--- src/rtl/activity_tracker.sv ---
// activity_tracker: step/activity tracker driven by an external step pulse and 1-second strobe.
//
// Counts rising edges of PULSE while the run/hold FSM is in RUN. From those edges it derives
// total steps, a sticky goal flag, distance in tenths, the number of qualifying seconds in an
// initial window, and credited sustained high-activity time. It also rotates a display-select
// code once every DISP_SECS seconds. Seconds are delimited by SEC_TICK and are only closed while
// running.
//
// Ports:
//   CLK                 system clock, all logic on posedge
//   RESET               synchronous active-high reset, overrides everything
//   START               run enable level (IDLE->RUN, RUN<->HOLD)
//   PULSE               step input level; one step per 0->1 transition
//   SEC_TICK            one-cycle strobe marking the end of each second
//   state               FSM state: 00 IDLE, 01 RUN, 10 HOLD
//   step_count          total steps, saturating
//   SI                  goal flag, set once step_count > GOAL, sticky until RESET
//   distance            distance in tenths, saturating
//   init_count          qualifying seconds inside the initial window, saturating at 15
//   high_activity_time  credited high-activity seconds, saturating
//   disp_sel            display mode select, wraps modulo NUM_DISP
module activity_tracker #(
    parameter int unsigned STEP_W         = 32,
    parameter int unsigned GOAL           = 10000,
    parameter int unsigned STEPS_PER_DIST = 2048,
    parameter int unsigned DIST_W         = 16,
    parameter int unsigned RATE_W         = 12,
    parameter int unsigned SEC_W          = 16,
    parameter int unsigned INIT_WINDOW    = 10,
    parameter int unsigned INIT_THRESH    = 32,
    parameter int unsigned HIGH_THRESH    = 64,
    parameter int unsigned HIGH_RUN       = 60,
    parameter int unsigned NUM_DISP       = 4,
    parameter int unsigned DISP_SECS      = 2,
    localparam int unsigned DispW         = (NUM_DISP > 1) ? $clog2(NUM_DISP) : 1
) (
    input  logic              CLK,
    input  logic              RESET,
    input  logic              START,
    input  logic              PULSE,
    input  logic              SEC_TICK,
    output logic [1:0]        state,
    output logic [STEP_W-1:0] step_count,
    output logic              SI,
    output logic [DIST_W-1:0] distance,
    output logic [3:0]        init_count,
    output logic [SEC_W-1:0]  high_activity_time,
    output logic [DispW-1:0]  disp_sel
);

    localparam int unsigned DistSubW = (STEPS_PER_DIST > 1) ? $clog2(STEPS_PER_DIST) : 1;
    localparam int unsigned DispCntW = $clog2(DISP_SECS + 1);

    typedef enum logic [1:0] {
        StIdle = 2'b00,
        StRun  = 2'b01,
        StHold = 2'b10
    } state_e;

    state_e              state_q, state_d;
    logic                pulse_q, pulse_d;
    logic [STEP_W-1:0]   step_q, step_d;
    logic                si_q, si_d;
    logic [DistSubW-1:0] dist_sub_q, dist_sub_d;
    logic [DIST_W-1:0]   dist_q, dist_d;
    logic [RATE_W-1:0]   rate_q, rate_d;
    logic [SEC_W-1:0]    sec_q, sec_d;
    logic [3:0]          init_q, init_d;
    logic [SEC_W-1:0]    run_q, run_d;
    logic [SEC_W-1:0]    high_q, high_d;
    logic [DispCntW-1:0] disp_cnt_q, disp_cnt_d;
    logic [DispW-1:0]    disp_sel_q, disp_sel_d;

    logic                edge_cnt;
    logic                tick_run;
    logic [RATE_W-1:0]   eff_rate;
    logic [SEC_W-1:0]    run_inc;
    logic [SEC_W-1:0]    high_add;
    logic [SEC_W:0]      high_sum;

    // FSM next state
    always_comb begin
        state_d = state_q;
        case (state_q)
            StIdle:  if (START)  state_d = StRun;
            StRun:   if (!START) state_d = StHold;
            StHold:  if (START)  state_d = StRun;
            default: state_d = StIdle;
        endcase
    end

    always_comb begin
        pulse_d    = PULSE;
        step_d     = step_q;
        si_d       = si_q;
        dist_sub_d = dist_sub_q;
        dist_d     = dist_q;
        rate_d     = rate_q;
        sec_d      = sec_q;
        init_d     = init_q;
        run_d      = run_q;
        high_d     = high_q;
        disp_cnt_d = disp_cnt_q;
        disp_sel_d = disp_sel_q;
        run_inc    = '0;
        high_add   = '0;
        high_sum   = '0;

        edge_cnt = PULSE & ~pulse_q & (state_q == StRun);
        tick_run = SEC_TICK & (state_q == StRun);
        // An edge coincident with the tick belongs to the closing second.
        eff_rate = (edge_cnt && rate_q != '1) ? rate_q + 1'b1 : rate_q;

        if (edge_cnt) begin
            if (step_q != '1) step_d = step_q + 1'b1;
            rate_d = eff_rate;
            if (dist_sub_q == DistSubW'(STEPS_PER_DIST - 1)) begin
                dist_sub_d = '0;
                if (dist_q != '1) dist_d = dist_q + 1'b1;
            end else begin
                dist_sub_d = dist_sub_q + 1'b1;
            end
        end

        si_d = si_q | (step_d > STEP_W'(GOAL));

        if (tick_run) begin
            if (sec_q < SEC_W'(INIT_WINDOW) && eff_rate > RATE_W'(INIT_THRESH) && init_q != 4'hF)
                init_d = init_q + 4'd1;

            if (eff_rate >= RATE_W'(HIGH_THRESH)) begin
                run_inc = (run_q != '1) ? run_q + 1'b1 : run_q;
                run_d   = run_inc;
                // Nothing is credited until the run is long enough; then the whole run at once.
                if (run_inc == SEC_W'(HIGH_RUN))     high_add = SEC_W'(HIGH_RUN);
                else if (run_inc > SEC_W'(HIGH_RUN)) high_add = SEC_W'(1);
                high_sum = {1'b0, high_q} + {1'b0, high_add};
                high_d   = high_sum[SEC_W] ? '1 : high_sum[SEC_W-1:0];
            end else begin
                run_d = '0;
            end

            if (disp_cnt_q + 1'b1 >= DispCntW'(DISP_SECS)) begin
                disp_cnt_d = '0;
                disp_sel_d = (disp_sel_q == DispW'(NUM_DISP - 1)) ? '0 : disp_sel_q + 1'b1;
            end else begin
                disp_cnt_d = disp_cnt_q + 1'b1;
            end

            if (sec_q != '1) sec_d = sec_q + 1'b1;
            rate_d = '0;
        end
    end

    always_ff @(posedge CLK) begin
        if (RESET) begin
            state_q    <= StIdle;
            // Starts high so a PULSE held across reset is not seen as an edge.
            pulse_q    <= 1'b1;
            step_q     <= '0;
            si_q       <= 1'b0;
            dist_sub_q <= '0;
            dist_q     <= '0;
            rate_q     <= '0;
            sec_q      <= '0;
            init_q     <= '0;
            run_q      <= '0;
            high_q     <= '0;
            disp_cnt_q <= '0;
            disp_sel_q <= '0;
        end else begin
            state_q    <= state_d;
            pulse_q    <= pulse_d;
            step_q     <= step_d;
            si_q       <= si_d;
            dist_sub_q <= dist_sub_d;
            dist_q     <= dist_d;
            rate_q     <= rate_d;
            sec_q      <= sec_d;
            init_q     <= init_d;
            run_q      <= run_d;
            high_q     <= high_d;
            disp_cnt_q <= disp_cnt_d;
            disp_sel_q <= disp_sel_d;
        end
    end

    assign state              = state_q;
    assign step_count         = step_q;
    assign SI                 = si_q;
    assign distance           = dist_q;
    assign init_count         = init_q;
    assign high_activity_time = high_q;
    assign disp_sel           = disp_sel_q;

endmodule

--- config.mk ---
export PLATFORM = sky130hd
export DESIGN_NAME = activity_tracker
export DESIGN_NICKNAME = d
export VERILOG_FILES = /design/src/rtl/activity_tracker.sv
export SDC_FILE = /design/constraint.sdc
export NUM_CORES = 1
export LEC_CHECK = 0
export ABC_AREA = 1
export CAP_MARGIN = 15
export CORE_ASPECT_RATIO = 0.8
export CORE_MARGIN = 3
export CORE_UTILIZATION = 51
export CTS_BUF_LIST = sky130_fd_sc_hd__clkbuf_2
export DETAILED_ROUTE_END_ITERATION = 10
export PLACE_DENSITY_LB_ADDON = 0.3
export RECOVER_POWER = 50
export SYNTH_ARGS = -nofsm -noshare
export SYNTH_HDL_FRONTEND = slang
export SYNTH_SLANG_ARGS = --single-unit
--- constraint.sdc ---
create_clock -name CLK -period 9.24 [get_ports CLK]
set_input_delay 1.386 -clock CLK [delete_from_list [all_inputs] [get_ports CLK]]
set_output_delay 1.386 -clock CLK [all_outputs]
set_load 0.02 [all_outputs]
# Yosys cells after proc, flatten, opt, wreduce, memory -nomap -nowiden
# Index checks and enable logic that the tools add are counted.
[word_totals] register_bits=131 in_bits=5 output_inout_bits=73 wordCells=75
[op_classes] addsub=10 n_lt_le_gt_ge=6 n_eq_ne=13 n_mux=16 n_bitwise=5 reduce_logical=12
[ops] cell="$mux 16" count=5
[ops] cell="$mux 32" count=2
[ops] cell="$add 16x1->16 const B" count=3
[ops] cell="$ne 16x16->1 const B" count=3
[ops] cell="$add 32x1->32 const B" count=1
[ops] cell="$gt 32x14->1 const B" count=1
[ops] cell="$ne 32x32->1 const B" count=1
[ops] cell="$add 16x16->17" count=1
[ops] cell="$eq 16x6->1 const B" count=1
[ops] cell="$gt 16x6->1 const B" count=1
[ops] cell="$lt 16x4->1 const B" count=1
[ops] cell="$add 12x1->12 const B" count=1
[ops] cell="$ge 12x7->1 const B" count=1
[ops] cell="$gt 12x6->1 const B" count=1
[ops] cell="$mux 12" count=1
[ops] cell="$ne 12x12->1 const B" count=1
[ops] cell="$add 11x1->11 const B" count=1
[ops] cell="$eq 11x11->1 const B" count=1
[ops] cell="$mux 11" count=1
[ops] cell="$reduce_and 2->1" count=5
[ops] cell="$mux 2" count=4
[ops] cell="$mux 6" count=1
[ops] cell="$add 2x1->2 const B" count=2
[ops] cell="$add 4x1->4 const B" count=1
[ops] cell="15 further kinds" count=21

# Logic depth before layout (Yosys ltp)
# Gate-level depths: netlist of the first run.
[logic_depth] word_depth=10 ltp_mapped=24 ltp_nobuf=24

# Least setup slack after synthesis of the first run
# Ideal clock, no wire load.
[synth_timing] kind="reg-to-reg" from="register run_q[0]" to="register high_q[11] (netlist: high_activity_time[11])" setup_time_ps=132 arrival_ps=3389 t_required_ps=9108 slack_ps=5719 path_stages_with_launch=22 path_buffers=1 period_less_slack_ps=3521 cell_sequence="dfxtp_1 -> ha_1 -> nand3_1 -> nor2_1 -> nand2_1 -> nor2_1 -> nand2_1 -> nand2_1 -> nor3_1 -> xor2_1 -> nor2_1 -> nand2_1 -> nor3_1 -> ha_1 -> a21oi_1 -> o221ai_1 -> nand2b_1 -> nand2_1 -> nor3_1 -> buf_1 -> o21ai_0 -> a21oi_1"
[synth_via] elab_chain_cells=9 word_cells_on_any_way=11 cone_classes="add/sub: 2; order compare: 1; eq/ne: 2; mux: 6"
[synth_lines] item="from (decl)" line_no="69" rtl="logic [SEC_W-1:0] run_q, run_d;"
[synth_lines] item="from (signal assigned)" line_no="181" rtl="run_q <= run_d;"
[synth_lines] item="$add 16x1->16 / $ne 16x16->1 (equally long branches)" line_no="132" rtl="run_inc = (run_q != '1) ? run_q + 1'b1 : run_q;"
[synth_lines] item="$mux 16 *" line_no="132"
[synth_lines] item="$gt 16x6->1" line_no="136" rtl="else if (run_inc > SEC_W'(HIGH_RUN)) high_add = SEC_W'(1);"
[synth_lines] item="$mux 1" line_no="136"
[synth_lines] item="$mux 6 *" line_no="135" rtl="if (run_inc == SEC_W'(HIGH_RUN)) high_add = SEC_W'(HIGH_RUN);"
[synth_lines] item="$mux 16 *" line_no="131" rtl="if (eff_rate >= RATE_W'(HIGH_THRESH)) begin"
[synth_lines] item="$mux 16 *" line_no="127" rtl="if (tick_run) begin"
[synth_lines] item="$add 16x16->17 *" line_no="137" rtl="high_sum = {1'b0, high_q} + {1'b0, high_add};"
[synth_lines] item="$mux 16 *" line_no="138" rtl="high_d = high_sum[SEC_W] ? '1 : high_sum[SEC_W-1:0];"
[synth_lines] item="to (signal assigned)" line_no="182" rtl="high_q <= high_d;"
[synth_lines] item="to (decl)" line_no="70" rtl="logic [SEC_W-1:0] high_q, high_d;"
# Every way passes the cells marked *; elsewhere a longest branch is shown, timed or not. The select of a mux whose other input is x is not followed.
# A chain may end at the register's enable or synchronous reset.

# Final worst setup path of the first run
[layout_timing] from="input port PULSE" to="register dist_q[12] (netlist: distance[12])"
[layout_via] elab_chain_cells=3
[layout_lines] item="from (decl)" line_no="40" rtl="input logic PULSE,"
[layout_lines] item="$and 1x1->1 (2 in a row)" line_no="109" rtl="edge_cnt = PULSE & ~pulse_q & (state_q == StRun);"
[layout_lines] item="$reduce_and 3->1 (no source line)"
[layout_lines] item="to (signal assigned)" line_no="177" rtl="dist_q <= dist_d;"
[layout_lines] item="to (decl)" line_no="65" rtl="logic [DIST_W-1:0] dist_q, dist_d;"
# Every way passes these cells.

==> flow_summary.json, run 1 <==
{
  "post_synth.cell_area_avg_um2": 6.38,
  "worstRegToRegCells": 13,
  "worst_setup_path_end_kind": "flop",
  "most_numerous_cell_in_the_yosys_netlist": "nand2_1",
  "gr-usage-met1_pct": 37.4,
  "die_x_um": 145,
  "antenna_violating_nets_post_route": 0,
  "numClockSinks": 131,
  "timing.max_cap.violations": 2,
  "nNetsFinal": 1321,
  "number_of_diodes_added_for_antenna_fixing": 0,
  "start_util_pct": 53.6,
  "core_area_um2": 14700,
  "reg2reg_setup_slack_ns": 3.65,
  "cts_hold_buf": 0,
  "synthesized_netlist_net_count": 1252,
  "worstSetupEndpoint": "distance[12]",
  "use_met2_pct": 32.2,
  "timing.setup.tns_ns": 0,
  "synth.cells.most_frequent": "312 x nand2_1, 170 x nor2_1, 146 x inv_1",
  "gr-total-overflow": 0,
  "post_route_cells_drive_above_1_share_pct": 4.72,
  "post_synth_instance_area_um2": 7870,
  "hp-class": "reg2reg",
  "synth_flop_cell": "dfxtp_1",
  "fp-row-count": 39,
  "slowest_delay_ns": 1.75,
  "vias": 8043,
  "busiest_layer": "met1",
  "cp_slowest_cell": "clkbuf_1",
  "cts_repair_resize_count": 0,
  "cts-buffers-inserted": 17,
  "maximum_number_of_pins_on_one_net_before_global_route_repair": 67,
  "clock_latency_ns": 0.72,
  "final.min_clock_period_ns": 6.39,
  "place_ws_ns": 4.92,
  "die_height_um": 117,
  "use_met3_pct": 5.16,
  "globalRouteTotalUtil_pct": 23.6,
  "cts_setup_buffers": 0,
  "clk_path_buf_depth": 2,
  "synth_sequential_area_ratio_pct": 33.3,
  "fin_crit_sh_pct": 69.2,
  "r2r-end": "distance[12]",
  "critical_path.cell_chain": "dlygate4sd3_1, inv_1, nor3_4, clkbuf_1, clkinvlp_2, nor2_1, nand3_1, nor2_2, nand2_2, nor2_2, inv_1, nor4_1, nor2_1",
  "rsz_0062_raised_after_global_routing": "no",
  "crit_path_start": "PULSE",
  "finalSetupViolCount": 0,
  "dieArea_um2": 17000,
  "final-hold-violation-count": 0,
  "synth_largest_type_area_fraction_pct": 33.3,
  "synth.lib_cells_used.distinct": 50,
  "wirelength_mm": 19.4,
  "hold_path.startpoint": "disp_cnt_q[1]",
  "flow.area_growth_from_synthesis_pct": 14.2,
  "synth_enable_flop_cells": 0,
  "htree_levels": 4,
  "power.static_leakage_uw": 0.00353,
  "synth.yosys.warnings": 0,
  "cts_root_buf": "clkbuf_2",
  "status": "finished with violations",
  "vias_per_cell": 5.30,
  "max_freq_mhz": 156,
  "grt_antenna_before_repair": 0,
  "cp.required_ns": 9.85,
  "critical_path.reg2reg.startpoint": "state[1]",
  "cts.clk_slew.worst_paths_ns": 0.18,
  "fin_total_pwr_uw": 1000,
  "cts_tree": "yes",
  "portBuffers": 77,
  "slew_viol_final": 100,
  "finalClockSkew_ns": 0.0328,
  "ys_async_sr_fraction_pct": 0,
  "first_global_vias": 6844,
  "critical_path_class": "in2reg",
  "holdWs_ns": 0.459,
  "gp_routability_congestion": 0.953,
  "postSynthRegisterBits": 131,
  "grt_first_pass_wirelength_mm": 33.0,
  "drt-wirelength-per-cell_um": 12.8,
  "synthTopCellsByArea": "dfxtp_1 33%, nand2_1 15%, nor2_1 8.1%, inv_1 7.0%, nand3_1 6.2%",
  "timing.final.ws_setup_ns": 2.85,
  "drc_errors": 0,
  "place_hpwl_mm": 14.1,
  "max-slew-margin-rel_pct": -64.2,
  "top_level_ports": 78,
  "synth.largest_area_cell": "dfxtp_1",
  "worst-path-max-fanout": 59,
  "drt_pre_antenna_iters": 8,
  "worst-slew-pin-transition_ns": 2.46,
  "n_fill_cell": 1454,
  "power_density_nw_per_um2": 112,
  "violations": "capacitance limit, slew limit",
  "syn_inst": 1232,
  "max-vdd-ir-drop_uv": 101,
  "timing.critical_path.from_type": "input pin",
  "detailed_router_s_first_iteration_violation_count": 817,
  "critPathArrivalTime_ns": 7.01
}
-- metal layers --
layer	part of all wire [%]	vias to the layer above
met4	0.78	0
met1	52	3622
met2	40	274
met5	0	-
met3	7.9	13
li1	-	4134
-- worst max-delay path: cells and delay by family --
family        cells  cell delay (ns)
buf+inv           5             4.09
simple gates      8             1.51
-- cell usage in the layout (no fill, tap or decap), types with 3 or more instances in the layout --
cell type,n
and3_1,4
o21ai_1,6
nor2_4,4
xnor2_1,12
bufinv_16,4
a21oi_1,82
a31oi_1,6
nand2_1,313
clkinv_1,3
nand2_2,6
dfxtp_1,131
nand3_1,98
o21a_1,8
o31ai_1,3
o21ai_0,58
nand4_1,21
clkbuf_2,19
ha_1,15
nand3b_1,3
nor2_1,171
inv_1,147
clkdlybuf4s50_1,53
clkinvlp_4,3
dlygate4sd3_1,23
clkbuf_1,3
nor3b_1,4
xor2_1,29
nor4_1,9
or2_2,4
nor2_2,9
nor3_1,35
-- final cells by class --
type                            count  area (um2)  area share, %
Inverter                          150         564           6.28
Clock inverter                     12         164           1.82
Timing Repair Buffer               81         787           8.76
Multi-Input combinational cell    920        4490           50.0
Clock buffer                       19        95.1           1.06
Sequential cell                   131        2620           29.2
Tap cell                          205         256           2.86
-- cell families (layout without fill, tap and decap cells) --
group	after synthesis	count (layout)	share of synthesized area, %
flops	131	131	33.3
simple gates	686	686	37.9
compound gates	178	178	12.5
xor+xnor	41	41	4.56
buf+inv	181	262	9.26
fa+ha+maj	15	15	2.39
-- metrics by stage --
stage / utilization, % / cell area [um2] / cells
3_5_place_dp: 59.6 / 8760 / 1487
3_3_place_gp: 59.6 / 8760 / 1487
6_report: 61.2 / 8980 / 1518
4_1_cts: 61.4 / 9010 / 1518
2_1_floorplan: - / 7870 / 1232
5_1_grt: 61.2 / 8980 / 1518
-- how the worst min path moves through the flow --
stage,cells after the start,slack [ns],endpoint
after floorplan,2,0.42,disp_cnt_q[1]
after global placement,2,0.44,disp_cnt_q[1]
after detailed placement,2,0.45,disp_cnt_q[1]
after CTS,2,0.47,disp_cnt_q[1]
after global routing,2,0.49,disp_cnt_q[1]
final,2,0.46,disp_cnt_q[1]
-- power breakdown --
| group | switching, uW | internal, uW |
|---|---|---|
| Combinational | 29.5 | 13.0 |
| Clock | 212 | 175 |
| Sequential | 3.70 | 569 |
| Total | 246 | 757 |
-- flip-flops by register name, indices dropped and copies added (netlist names) --
| name | cells |
|---|---|
| step_count | 32 |
| distance | 16 |
| high_activity_time | 16 |
| run_q | 16 |
| sec_q | 16 |
| rate_q | 12 |
| dist_sub_q | 11 |
| init_count | 4 |
| disp_cnt_q | 2 |
| disp_sel | 2 |
| state | 2 |
| SI | 1 |
| pulse_q | 1 |
(Power assumes the default switching activity.)
==> run 2: changes to the inputs <==
- clock period: 9.24 -> 6 ns (I/O delays scaled with it)
==> run 2 against run 1 <==
Against the previous run: clock skew up 0.0059 ns; clock power up 45%; the run still ends with capacitance limit, slew limit left; count of clock-buffer cells in the layout up 2; first-iteration DRC count down 12%.
==> flow_summary.json, run 2 (same netlist as run 1, synthesis figures left out) <==
{
  "worst-path-max-fanout": 59,
  "n_fill_cell": 1427,
  "timing.max_cap.violations": 2,
  "numClockSinks": 131,
  "place_hpwl_mm": 14.0,
  "cts.clk_slew.worst_paths_ns": 0.19,
  "vias_per_cell": 5.26,
  "first_global_vias": 6921,
  "grt_first_pass_wirelength_mm": 32.7,
  "register_area_um2": 2620,
  "cts_tree": "yes",
  "maximum_number_of_pins_on_one_net_before_global_route_repair": 81,
  "worst-slew-pin-transition_ns": 2.63,
  "layout.cells.most_common_list": "312 x nand2_1, 171 x nor2_1, 147 x inv_1, 131 x dfxtp_1, 98 x nand3_1",
  "antenna_violating_nets_post_route": 0,
  "dieArea_um2": 17000,
  "post_route_cells_drive_above_1_share_pct": 5.03,
  "critPathArrivalTime_ns": 5.53,
  "timing.setup.tns_ns": 0,
  "max-vdd-ir-drop_uv": 136,
  "drt_pre_antenna_iters": 5,
  "flow.area_growth_from_synthesis_pct": 14.1,
  "hp-class": "reg2reg",
  "critical_path_class": "in2reg",
  "top_level_ports": 78,
  "fp-row-count": 39,
  "multi_input_area_um2": 4500,
  "largest_register_ff_count": 32,
  "cts_repair_resize_count": 0,
  "fin_crit_sh_pct": 81.9,
  "timing.critical_path.from_type": "input pin",
  "number_of_diodes_added_for_antenna_fixing": 0,
  "status": "finished with violations",
  "max-slew-margin-rel_pct": -75.0,
  "clock_latency_ns": 0.69,
  "grt_antenna_before_repair": 0,
  "die_x_um": 145,
  "portBuffers": 77,
  "wirelength_mm": 19.4,
  "rsz_0062_raised_after_global_routing": "no",
  "worst_setup_path_end_kind": "flop",
  "drc_errors": 0,
  "finalNonFillerCells": 1518,
  "globalRouteTotalUtil_pct": 23.4,
  "power.static_leakage_uw": 0.00364,
  "slew_viol_final": 99,
  "htree_levels": 4,
  "final.min_clock_period_ns": 4.92,
  "violations": "capacitance limit, slew limit",
  "gp_routability_congestion": 0.965,
  "cts_root_buf": "clkbuf_2",
  "power_density_nw_per_um2": 168,
  "start_util_pct": 53.6,
  "placed_cells_incl_taps": 1487,
  "cp.required_ns": 6.62,
  "cts_hold_buf": 0,
  "finalSetupViolCount": 0,
  "detailed_router_s_first_iteration_violation_count": 721,
  "clk_path_buf_depth": 2,
  "vias": 7985,
  "drt-wirelength-per-cell_um": 12.8,
  "cts_setup_buffers": 0,
  "die_height_um": 117,
  "core_area_um2": 14700,
  "final_common_cell": "nand2_1",
  "gr-total-overflow": 0,
  "cts-buffers-inserted": 17,
  "finalClockSkew_ns": 0.0387,
  "final-hold-violation-count": 0,
  "max_freq_mhz": 203,
  "nNetsFinal": 1321
}
## run 2: cell count changes in the layout (fill, tap and decap cells not counted), sizes merged
cell and change:
clkdlybuf4s50 -29, dlygate4sd3 +29, clkbuf +2, bufinv -1, clkinv -1, clkinvlp -1
inv +1
## run 2: metrics by stage
step | worst slack [ns] | hold slack, ns | cell area [um2] | total power [uW] | utilization (%)
after floorplan | 2.48 | 0.420 | 7870 | 945 | -
after global routing | 0.749 | 0.524 | 8980 | 1580 | 61.1
after detailed placement | 1.89 | 0.462 | 8760 | 968 | 59.6
after global placement | 2.14 | 0.440 | 8760 | 966 | 59.6
after CTS | 1.87 | 0.489 | 9000 | 1530 | 61.2
final | 1.08 | 0.486 | 8980 | 1510 | 61.1
## run 2: final timing paths
check / end / cells after the start / slack (ns) / start
min reg2reg: disp_cnt_q[1] / 2 / 0.49 / disp_cnt_q[1]
max: high_activity_time[7] / 14 / 1.08 / PULSE
max reg2reg: high_activity_time[7] / 13 / 1.41 / state[0]
min: disp_cnt_q[1] / 2 / 0.49 / disp_cnt_q[1]
## run 2: power breakdown
| group | total, uW | leakage, uW | internal (uW) | switching [uW] |
|---|---|---|---|---|
| registers | 883 | 0.00106 | 877 | 5.69 |
| logic | 66.5 | 0.00244 | 20.0 | 46.5 |
| clock network | 563 | 0.000144 | 234 | 329 |
| total | 1510 | 0.00364 | 1130 | 381 |
## run 2: cell type report
cell class              instances  area share [%]
repair buffers                 81            8.77
clock inverters                10            1.51
well taps                     205            2.86
flip-flops and latches        131            29.2
inverters                     150            6.30
multi-input cells             920            50.2
clock buffers                  21            1.17
## run 2: routing by layer
metal / GRT usage, % / up-vias / part of all wire, %
li1: - / 4140 / -
met1: 36.3 / 3543 / 51
met2: 32.9 / 284 / 40
met4: 4.60 / 0 / 0.84
met5: 0 / - / 0
met3: 5.32 / 18 / 7.4
## run 2: critical path, stage by stage
cell	delay, ns
dlygate4sd3_1	0.53
inv_1	0.07
nor3_4	0.17
clkbuf_1	1.87
nand2_4	0.20
inv_1	0.38
nand3_1	0.15
nand2_1	0.10
nor2_2	0.04
nand2_2	0.11
nor2_4	0.05
nor2_4	0.52
o21ai_0	0.22
a21oi_1	0.17
